**config.mk**
```make
export PLATFORM = sky130hd
export DESIGN_NAME = boot_load_sequencer
export DESIGN_NICKNAME = d
export VERILOG_FILES = /design/src/rtl/boot_load_sequencer.sv
export SDC_FILE = /design/constraint.sdc
export NUM_CORES = 1
export LEC_CHECK = 0
export BUFFER_PORTS_ARGS = -buffer_cell sky130_fd_sc_hd__buf_4
export CORE_ASPECT_RATIO = 1.2
export CORE_MARGIN = 10
export CORE_UTILIZATION = 30
export DETAILED_ROUTE_END_ITERATION = 12
export REMOVE_ABC_BUFFERS = 1
export SLEW_MARGIN = 0
export SYNTH_ARGS = -nofsm -noshare
export SYNTH_HDL_FRONTEND = slang
export SYNTH_SLANG_ARGS = --single-unit
```
**constraint.sdc**
```tcl
create_clock -name clk_i -period 2.8 [get_ports clk_i]
set_input_delay 0.56 -clock clk_i [delete_from_list [all_inputs] [get_ports clk_i]]
set_output_delay 0.56 -clock clk_i [all_outputs]
set_load 0.01 [all_outputs]
```
**src/rtl/boot_load_sequencer.sv**
```systemverilog
// Boot loader sequencer: steers programmer words into ICCM/DCCM while the core
// is held in reset, releases the core a fixed delay after programming ends,
// then hands the memory port over to the core.
// Ports: clk_i/rst_ni; prog_* programmer write port; core_* core memory port
// (core_gnt_o = grant); mem_* registered memory port; core_rst_no core reset;
// iccm_words_o/dccm_words_o saturating word counters; err_o sticky error.
module boot_load_sequencer #(
  parameter int unsigned          ADDR_W         = 14,
  parameter int unsigned          DATA_W         = 64,
  parameter logic [DATA_W-1:0]    SECTION_MARK   = 64'h0000_0000_0000_0FFE,
  parameter int unsigned          RELEASE_CYCLES = 4
) (
  input  logic              clk_i,
  input  logic              rst_ni,
  input  logic              prog_we_i,
  input  logic [ADDR_W-1:0] prog_addr_i,
  input  logic [DATA_W-1:0] prog_wdata_i,
  input  logic              prog_done_i,
  input  logic              core_req_i,
  input  logic              core_we_i,
  input  logic              core_sel_i,
  input  logic [ADDR_W-1:0] core_addr_i,
  input  logic [DATA_W-1:0] core_wdata_i,
  output logic              core_gnt_o,
  output logic              mem_req_o,
  output logic              mem_we_o,
  output logic              mem_sel_o,
  output logic [ADDR_W-1:0] mem_addr_o,
  output logic [DATA_W-1:0] mem_wdata_o,
  output logic              core_rst_no,
  output logic [ADDR_W:0]   iccm_words_o,
  output logic [ADDR_W:0]   dccm_words_o,
  output logic              err_o
);

  localparam int unsigned CNT_W = (RELEASE_CYCLES > 1) ? $clog2(RELEASE_CYCLES) : 1;

  typedef enum logic [2:0] {
    BOOT_WAIT = 3'd0,
    LOAD_ICCM = 3'd1,
    LOAD_DCCM = 3'd2,
    RELEASE   = 3'd3,
    RUN       = 3'd4
  } state_e;

  state_e              state_q, state_d;
  logic [ADDR_W-1:0]   base_q, base_d;
  logic [CNT_W-1:0]    rel_cnt_q, rel_cnt_d;

  logic                mem_req_d, mem_we_d, mem_sel_d;
  logic [ADDR_W-1:0]   mem_addr_d;
  logic [DATA_W-1:0]   mem_wdata_d;
  logic                core_rst_n_d;
  logic [ADDR_W:0]     iccm_words_d, dccm_words_d;
  logic                err_d;
  logic                is_mark;

  assign is_mark = (prog_wdata_i == SECTION_MARK);

  function automatic logic [ADDR_W:0] sat_inc(input logic [ADDR_W:0] v);
    return (v == '1) ? v : v + 1'b1;
  endfunction

  always_ff @(posedge clk_i or negedge rst_ni) begin
    if (!rst_ni) begin
      state_q      <= BOOT_WAIT;
      base_q       <= '0;
      rel_cnt_q    <= '0;
      mem_req_o    <= 1'b0;
      mem_we_o     <= 1'b0;
      mem_sel_o    <= 1'b0;
      mem_addr_o   <= '0;
      mem_wdata_o  <= '0;
      core_rst_no  <= 1'b0;
      iccm_words_o <= '0;
      dccm_words_o <= '0;
      err_o        <= 1'b0;
    end else begin
      state_q      <= state_d;
      base_q       <= base_d;
      rel_cnt_q    <= rel_cnt_d;
      mem_req_o    <= mem_req_d;
      mem_we_o     <= mem_we_d;
      mem_sel_o    <= mem_sel_d;
      mem_addr_o   <= mem_addr_d;
      mem_wdata_o  <= mem_wdata_d;
      core_rst_no  <= core_rst_n_d;
      iccm_words_o <= iccm_words_d;
      dccm_words_o <= dccm_words_d;
      err_o        <= err_d;
    end
  end

  always_comb begin
    state_d      = state_q;
    base_d       = base_q;
    rel_cnt_d    = rel_cnt_q;
    mem_req_d    = 1'b0;
    mem_we_d     = 1'b0;
    mem_sel_d    = mem_sel_o;
    mem_addr_d   = mem_addr_o;
    mem_wdata_d  = mem_wdata_o;
    core_rst_n_d = core_rst_no;
    iccm_words_d = iccm_words_o;
    dccm_words_d = dccm_words_o;
    err_d        = err_o;
    core_gnt_o   = 1'b0;

    unique case (state_q)
      BOOT_WAIT, LOAD_ICCM: begin
        if (prog_we_i) begin
          if (is_mark) begin
            // DCCM image is addressed from the word after the marker
            base_d  = prog_addr_i + ADDR_W'(1);
            state_d = LOAD_DCCM;
          end else begin
            mem_req_d    = 1'b1;
            mem_we_d     = 1'b1;
            mem_sel_d    = 1'b0;
            mem_addr_d   = prog_addr_i;
            mem_wdata_d  = prog_wdata_i;
            iccm_words_d = sat_inc(iccm_words_o);
            state_d      = LOAD_ICCM;
          end
        end
        // From BOOT_WAIT a concurrent word takes priority; done is seen next cycle
        if (prog_done_i && !(state_q == BOOT_WAIT && prog_we_i)) begin
          state_d   = RELEASE;
          rel_cnt_d = CNT_W'(RELEASE_CYCLES - 1);
        end
      end

      LOAD_DCCM: begin
        if (prog_we_i) begin
          if (is_mark) begin
            err_d = 1'b1;
          end else begin
            mem_req_d    = 1'b1;
            mem_we_d     = 1'b1;
            mem_sel_d    = 1'b1;
            mem_addr_d   = prog_addr_i - base_q;
            mem_wdata_d  = prog_wdata_i;
            dccm_words_d = sat_inc(dccm_words_o);
          end
        end
        if (prog_done_i) begin
          state_d   = RELEASE;
          rel_cnt_d = CNT_W'(RELEASE_CYCLES - 1);
        end
      end

      RELEASE: begin
        if (prog_we_i) err_d = 1'b1;
        if (rel_cnt_q == '0) begin
          core_rst_n_d = 1'b1;
          state_d      = RUN;
        end else begin
          rel_cnt_d = rel_cnt_q - 1'b1;
        end
      end

      RUN: begin
        if (prog_we_i) err_d = 1'b1;
        core_gnt_o = core_req_i;
        if (core_req_i) begin
          mem_req_d   = 1'b1;
          mem_we_d    = core_we_i;
          mem_sel_d   = core_sel_i;
          mem_addr_d  = core_addr_i;
          mem_wdata_d = core_wdata_i;
        end
      end

      default: begin
        state_d = BOOT_WAIT;
      end
    endcase
  end

endmodule

```
Word level (Yosys, flattened, before mapping) --
Index checks and enable logic that the tools add are counted.
Storage, ports and cells: output and inout port bits 114, memory bits (read-only) 0, flip-flop bits (word level) 132, latch bits 0, memories kept 0, word-level logic and storage cells 100, input port bits 163, bits in writable memories 0
Operators by class: order comparisons 0, shift operators 0, reduce and logical (&&, ||, !) cells 21, mux-type cells 37, equal/unequal tests 21, divide/modulo/power cells 0, $add $sub $neg 5, $mul 0, bitwise logic cells 4
Operators with widths (count):
- $mux W64 | 3
- $pmux W64 S2 | 1
- $mux W14 | 5
- $eq A64 B12 Y1 const B | 1
- $pmux W14 S3 | 1
- $add A15 B1 Y15 const B | 2
- $eq A15 B15 Y1 const B | 2
- $reduce_and A4 Y1 | 6
- $ne A2 B2 Y1 const B | 11
- $add A14 B1 Y14 const B | 1
- $sub A14 B14 Y14 | 1
- $mux W1 | 13
- $mux W3 | 4
- $pmux W3 S4 | 1
- $mux W2 | 4
- $eq A3 B2 Y1 const B | 2
- $pmux W1 S2 | 3
- $pmux W2 S3 | 1
- $reduce_and A6 Y1 | 1
- $reduce_bool A3 Y1 | 2
- $ne A2 B1 Y1 const B | 2
- $not A1 Y1 | 4
- $reduce_bool A2 Y1 | 2
- $reduce_or A2 Y1 | 2
- other kinds (12) | 13

Depth between registers and ports, before layout --
Gate-level depths: netlist (run 1).
word-level depth 6, mapped depth 10, depth with buffers taken out 10

Least setup slack after synthesis (run 1) --
OpenSTA, ideal clock, no wires.
path kind input to register, start point input prog_wdata_i[12], end point register mem_addr_o[0], buffers on the path 3, data required time 2.675 ns, data arrival time 2.824 ns, library setup time 0.125 ns, stages 9, setup slack -0.149 ns, cells stage by stage or4b_1 > or4_1 > nor4_2 > buf_4 > o21ai_4 > a21o_1 > buf_6 > buf_6 > mux2_4
On the way: longest elaborated chain between the ends 3, elaborated cells on any way between the ends 4, classes of those cells eq/ne (3); reduce/logical (1)
Ends and longest elaborated chain:
- from (decl) | line 17 | input logic [DATA_W-1:0] prog_wdata_i,
- $eq A64 B12 Y1 * | line 58 | assign is_mark = (prog_wdata_i == SECTION_MARK);
- $ne A2 B2 Y1 (no source line)
- $reduce_and A6 Y1 (no source line) *
- to (signal assigned) | line 85 | mem_addr_o <= mem_addr_d;
- to (decl) | line 28 | output logic [ADDR_W-1:0] mem_addr_o,
Every way passes the cells marked *; elsewhere a longest branch is shown, timed or not. A chain may end at the register's enable or synchronous reset.

Worst setup path after layout (run 1) --
start point input prog_wdata_i[12], end point register mem_wdata_o[22]
On the way: longest elaborated chain between the ends 3
Ends and longest elaborated chain:
- $eq A64 B12 Y1 | line 58
- $ne A2 B2 Y1 (no source line)
- $reduce_and A4 Y1 (no source line)
- to (signal assigned) | line 86 | mem_wdata_o <= mem_wdata_d;
- to (decl) | line 29 | output logic [DATA_W-1:0] mem_wdata_o,
No other way between the ends.

==> run_results.csv, run 1 <==
group,metric,value,unit
route,antenna_left,0,
setup_path,worstPathRequired,3.09,ns
cts,cts_buffers,17,
power,p_int,0.00619,W
power,power,0.00933,W
yosys,ys.flop_type,"dfrtp_1",
finish,seqCellArea,0.00330,sq mm
sta,fin_crit_sh,97.1,%
sta,setup_viol,0,
route,routedWlPerCell,19.4,microns
finish,antennaDiodeCount,0,
outcome,outcome,"complete, no violations",
power,switchingPower,0.00314,W
yosys,ys_warn_count,0,
yosys,synth_cells,648,
global_route,overflow,0,
route,via_per_inst,4.73,
yosys,synth_xor_xnor_area_share,4.85,%
setup_path,cp_max_fo,14,
floorplan,start_util,30.5,%
sta,maxSlewViolCount,0,
yosys,synth_edf_count,0,
sta,post-route-min-period,2.72,ns
power,vdd_drop_max,0.000373,V
floorplan,dieArea,0.0321,sq mm
global_route,grt_pass1_vias,6559,
power,power_density,862,mW/mm^2
sta,relSlewSlack,47.5,%
cts,htreeDepth,4,
yosys,synthMuxAreaShare,24.7,%
placed_design,dp_hpwl,20.0,mm
floorplan,pin_count,277,
cts,post-cts-setup-buffers,0,
yosys,yosys.area_share.simple,10.8,%
route,first_pass_iters,4,
yosys,synth_seq_cells,132,
yosys,syn_avg_cell_area,11.7,sq um
global_route,antenna_found_initial,0,
sta,clock_skew,0.0115,ns
cts,cts.path.max_buffers,2,
floorplan,die_height,194,microns
route,drc,0,
floorplan,coreArea,0.0248,sq mm
route,initialDrtViolationCount,222,
yosys,yosysSeqAreaShare,43.5,%
route,vias,6123,
sta,tightest_slew,0.780,ns
power,leakage,5.24,nW
floorplan,fp.dieW,165,microns
finish,fillers,2398,
global_route,gr-usage-all-layers,15.4,%
power,power.share.clock,23.1,%
floorplan,fp-row-count,63,
yosys,synth_cell_types,53,
finish,num-nets-final,1138,
setup_path,arrival,3.01,ns
setup_path,cp-start-kind,"input pin",
setup_path,worst_setup_path_end_kind,"flop",
placed_design,portBuffers,276,
cts,cts-root-buf,"clkbuf_16",
cts,hold_buffers,0,
route,routed_wl,25.2,mm
yosys,synth_adder_area_share,3.07,%
sta,max_freq,368,MHz
global_route,grt_pass1_wl,38.8,mm
cts,cts_tree,"done",
flow_run,maxCapViolCount,0,
cts,cts_sinks,132,
finish,drive_gt1_share,51.1,%
cts,insertion_delay,0.41,ns
sta,hold_viol,0,
finish,multi_input_area,0.00404,sq mm
power,p_comb_share,43.5,%
finish,areaGrowthSynthToFinish,42.7,%
worst_hold_path,hold_class,"input pin to async pin",
yosys,synth_top_family_by_area,"multiplexers",
sta,rsz0062_at_grt,"false",
power,pwr-share-seq,33.4,%
placed_design,gp_congestion,0.841,
cts,cts-resized-gates,0,
yosys,synth_area,0.00758,sq mm
finish,final_core_util,43.6,%
cts,clkTransAtPathRegs,0.07,ns
yosys,async_flop_share,100,%
power,sw_frac_of_total,33.6,%
yosys,synth_compound_area_share,9.68,%
setup_path,crit_type,"input pin to flop",
global_route,grt_max_degree,60,
-- placed cells by master, fill, tap and decap left out, drive strengths merged, types with 14 or more instances in the layout --
master	synthesis	layout
a21oi	25	25
and3	17	17
buf	11	319
clkbuf	18	19
dfrtp	132	132
ha	17	17
inv	19	23
mux2	140	140
nand2	26	26
nand3	25	25
nor2	33	33
nor4	14	14
o21ai	17	17
xnor2	27	27
xor2	15	15
-- sequential cells by signal, summed over array words and instances, names as in the netlist, 2 cells and up --
register	count
rel_cnt_q	2
state_q	3
mem_wdata_o	64
dccm_words_o	15
iccm_words_o	15
mem_addr_o	14
base_q	14
-- logic make-up after synthesis --
| kind of cell | count (synthesis) |
|---|---|
| DFF | 132 |
| and+or+nand+nor | 157 |
| buffers and inverters | 48 |
| muxes | 143 |
| AOI/OAI and AO/OA | 108 |
| adders and majority gates | 18 |
| xor gates and xnor gates | 42 |
-- stage by stage --
step                      cell area [sq um]  std cells  hold WS (ns)  worst slack, ns  setup TNS [ns]
final                                 10800       1295         0.111           0.0823               0
after detailed placement              10300       1263         0.453           -0.356          -31.02
after CTS                             10800       1295         0.129           0.0832               0
after floorplan                        7400        619         0.264            -1.95         -158.31
after global placement                10300       1263         0.441           -0.368          -32.61
after global routing                  10800       1295         0.126           0.0155               0
-- synthesized netlist by cell type, drive strengths merged (15+ instances only) --
library cell	n	share of area (%)
dfrtp	132	44
o21ai	17	1.3
nand3	25	1.6
mux2	140	24
xor2	15	1.7
clkbuf	18	0.89
inv	19	0.94
ha	17	2.8
a21oi	25	1.6
and3	17	1.4
nand2	26	1.3
nor2	33	1.6
xnor2	27	3.1
-- worst max-delay path, stage by stage --
cell and delay (ns):
buf_4 0.11, or4b_1 0.50, or4_1 0.62, nor4_2 0.17, buf_4 0.18, o21ai_4 0.06, a21o_4 0.25, buf_4 0.23
mux2_4 0.32
-- cell type report --
cell class,instances,share of cell area [%]
flip-flops and latches,132,30.5
well taps,325,3.76
repair buffers,319,22.5
clock inverters,13,1.16
clock buffers,19,4.09
multi-input cells,468,37.3
inverters,19,0.659
-- path summary, 6_finish.rpt --
| check | cells after the start | slack, ns | from | end |
|---|---|---|---|---|
| worst max-delay path | 9 | 0.08 | prog_wdata_i[12] | mem_wdata_o[22] |
| max in group asynchronous | 2 | 1.93 | rst_ni | mem_wdata_o[40] |
| worst min register to register | 1 | 0.46 | err_o | err_o |
| worst min-delay path | 1 | 0.11 | rst_ni | mem_wdata_o[19] |
| min in group clk_i | 2 | 0.37 | prog_we_i | err_o |
| worst max register to register | 5 | 0.29 | state_q[1] | mem_wdata_o[53] |
-- power groups by stage --
stage	registers (W)	clock network [W]	logic (W)
6_report	0.00312	0.00215	0.00406
2_1_floorplan	0.00339	0	0.00190
3_5_place_dp	0.00313	0	0.00414
5_1_grt	0.00323	0.00232	0.00438
4_1_cts	0.00312	0.00222	0.00415
3_3_place_gp	0.00314	0	0.00410
-- layer usage --
metal,track usage [%],wire length [microns],up-vias
met4,3.54,225,0
li1,-,-,2999
met1,18.7,10600,2963
met3,4.65,1610,10
met5,0,0,-
met2,26.1,12700,151
(Power assumes the default switching activity.)
==> run 2, diff against run 1 <==
--- a/config.mk
+++ b/config.mk
@@ -10,7 +10,6 @@
 export CORE_MARGIN = 10
 export CORE_UTILIZATION = 30
 export DETAILED_ROUTE_END_ITERATION = 12
-export REMOVE_ABC_BUFFERS = 1
 export SLEW_MARGIN = 0
 export SYNTH_ARGS = -nofsm -noshare
 export SYNTH_HDL_FRONTEND = slang
==> run 2 against run 1 <==
  * Sequential power is essentially flat
  * Non-clock buffer count grew 7
  * Via count grew 3.1%
  * Fmax shrank 0.23%
  * Clock skew shrank 0.0011 ns
  * Register-to-register slack gained 0.03 ns
  * First-iteration DRC count grew 27%
  * Largest power group unchanged
==> run_results.csv, run 2 (synthesized netlist as in run 1, its figures left out) <==
group,metric,value,unit
outcome,outcome,"complete, no violations",
cts,clkTransAtPathRegs,0.06,ns
cts,cts_sinks,132,
cts,htreeDepth,4,
global_route,overflow,0,
sta,tightest_slew,0.996,ns
sta,rsz0062_at_grt,"false",
power,power_density,877,mW/mm^2
global_route,antenna_found_initial,0,
route,vias,6312,
worst_hold_path,hold_depth,2,
global_route,gr-usage-all-layers,15.2,%
setup_path,worst_setup_path_end_kind,"flop",
floorplan,die_height,194,microns
global_route,grt_pass1_vias,6710,
floorplan,dieArea,0.0321,sq mm
placed_design,dp_hpwl,20.3,mm
setup_path,worstPathRequired,3.10,ns
setup_path,slowest_delay,0.58,ns
power,vdd_drop_max,0.000383,V
setup_path,regToRegEndpoint,"mem_addr_o[8]",
setup_path,cp_num_buf_inv,2,
worst_hold_path,whs_endpoint,"err_o",
finish,final_common_cell,"buf_4",
floorplan,fp.dieW,165,microns
floorplan,coreArea,0.0248,sq mm
global_route,grt_pass1_wl,38.3,mm
route,antenna_left,0,
worst_hold_path,hold_start,"prog_we_i",
setup_path,cpMaxStageDelayCell,"or4_4",
sta,hold_viol,0,
cts,cts.path.max_buffers,2,
sta,max_freq,367,MHz
floorplan,fp-row-count,63,
finish,regMostFlops,"mem_wdata_o",
global_route,busiest_layer,"met2",
finish,drive_gt1_share,51.6,%
setup_path,cp_top_family,"simple AND/OR/NAND/NOR gates",
sta,fin_crit_sh,97.3,%
setup_path,r2r_start,"base_q[0]",
sta,clock_skew,0.0104,ns
cts,insertion_delay,0.42,ns
setup_path,worstSetupStartpoint,"prog_wdata_i[34]",
sta,post-route-min-period,2.72,ns
route,initialDrtViolationCount,283,
setup_path,rr_worst_depth,9,
cts,cts_tree,"done",
route,routed_wl,25.6,mm
worst_hold_path,hold_class,"input pin to flop",
route,routedWlPerCell,19.7,microns
setup_path,r2r_slack,0.32,ns
finish,areaGrowthSynthToFinish,45.2,%
finish,num-nets-final,1145,
global_route,grt_use_met2,26.7,%
setup_path,cp_max_fo,17,
flow_run,maxCapViolCount,0,
floorplan,pin_count,277,
floorplan,start_util,30.5,%
finish,reg_top3,"mem_wdata_o (64), dccm_words_o (15), iccm_words_o (15)",
yosys,synth_nets,829,
power,leakage,5.35,nW
sta,setup_viol,0,
setup_path,crit_type,"input pin to flop",
placed_design,gp_congestion,0.854,
sta,hold_slack,0.374,ns
placed_design,portBuffers,276,
finish,antennaDiodeCount,0,
setup_path,arrival,3.02,ns
global_route,grtUsageMet3,4.31,%
global_route,use_met1,17.3,%
sta,relSlewSlack,33.1,%
sta,finalSetupTns,0,ns
sta,maxSlewViolCount,0,
route,first_pass_iters,4,
setup_path,path_cells,"buf_4 > or4_1 > or4_4 > nor4_4 > nor2_1 > a21o_4 > buf_12 > mux2_4",
finish,largest_register_ffs,64,
finish,layout_common_cells,"buf_4, dfrtp_1, mux2_4",
global_route,grt_max_degree,82,
cts,cts-root-buf,"clkbuf_16",
route,via_per_inst,4.85,
cts,cts_buffers,17,
setup_path,cp-start-kind,"input pin",
finish,final_core_util,44.4,%
route,drc,0,
-- run 2: changes by cell type in the layout (fill, tap and decap cells not counted), moves of 2 or more --
cell | before | now
buf_12 | 3 | 7
clkinvlp_4 | 5 | 3
bufinv_16 | 1 | 4
buf_4 | 315 | 317
-- run 2: how the worst max path moves through the flow --
stage	endpoint	slack, ns	cells after the start
floorplan	mem_addr_o[0]	-0.14	9
global placement	mem_addr_o[3]	-0.33	8
detailed placement	mem_wdata_o[41]	-0.37	8
CTS	mem_wdata_o[42]	0.07	8
global route	mem_addr_o[6]	0.008	8
finish	mem_addr_o[2]	0.08	8
-- run 2: power by group --
part	leakage [nW]	internal, W	switching (W)
clock	0.297	0.00151	0.000917
combinational	3.49	0.00238	0.00173
sequential	1.56	0.00262	0.000493
total	5.35	0.00651	0.00314
-- run 2: final cells by class --
class | count | area, sq um
Clock buffer | 19 | 433
Clock inverter | 13 | 198
Multi-Input combinational cell | 468 | 4060
Timing Repair Buffer | 326 | 2540
Fill cell | 2372 | 13800
Tap cell | 325 | 407
Inverter | 19 | 71.3
Sequential cell | 132 | 3300
-- run 2: routing by layer --
| metal | part of all wire, % | wire length [microns] |
|---|---|---|
| met2 | 50 | 12800 |
| met1 | 41 | 10500 |
| met3 | 7.6 | 1960 |
| met4 | 1.5 | 387 |
| met5 | 0 | 0 |
-- run 2: worst register-to-register path: cells and delay by family (launching register included) --
| kind | cells | cell delay (ns) |
|---|---|---|
| AO/OA/AOI/OAI | 4 | 0.94 |
| XOR/XNOR | 1 | 0.16 |
| adder cells (fa/ha/maj) | 2 | 0.58 |
| buffers and inverters | 1 | 0.05 |
| flip-flops | 1 | 0.34 |
| multiplexers | 1 | 0.29 |
-- run 2: metrics by stage --
stage               cell area [sq um]  std cells  setup slack, ns  total power [W]
floorplan                        7620        648           -0.137          0.00527
global placement                10400       1269           -0.329          0.00728
detailed placement              10400       1269           -0.367          0.00732
CTS                             11000       1302           0.0656          0.00981
global route                    11000       1302          0.00760           0.0102
finish                          11000       1302           0.0761          0.00965
-- run 2: what timing repair did --
action                     4_1_cts  5_1_grt
setup endpoints to repair        0        1
buffers inserted                 0        0
hold endpoints to repair        15        0
resized for setup                0        1
hold buffers                     1        0
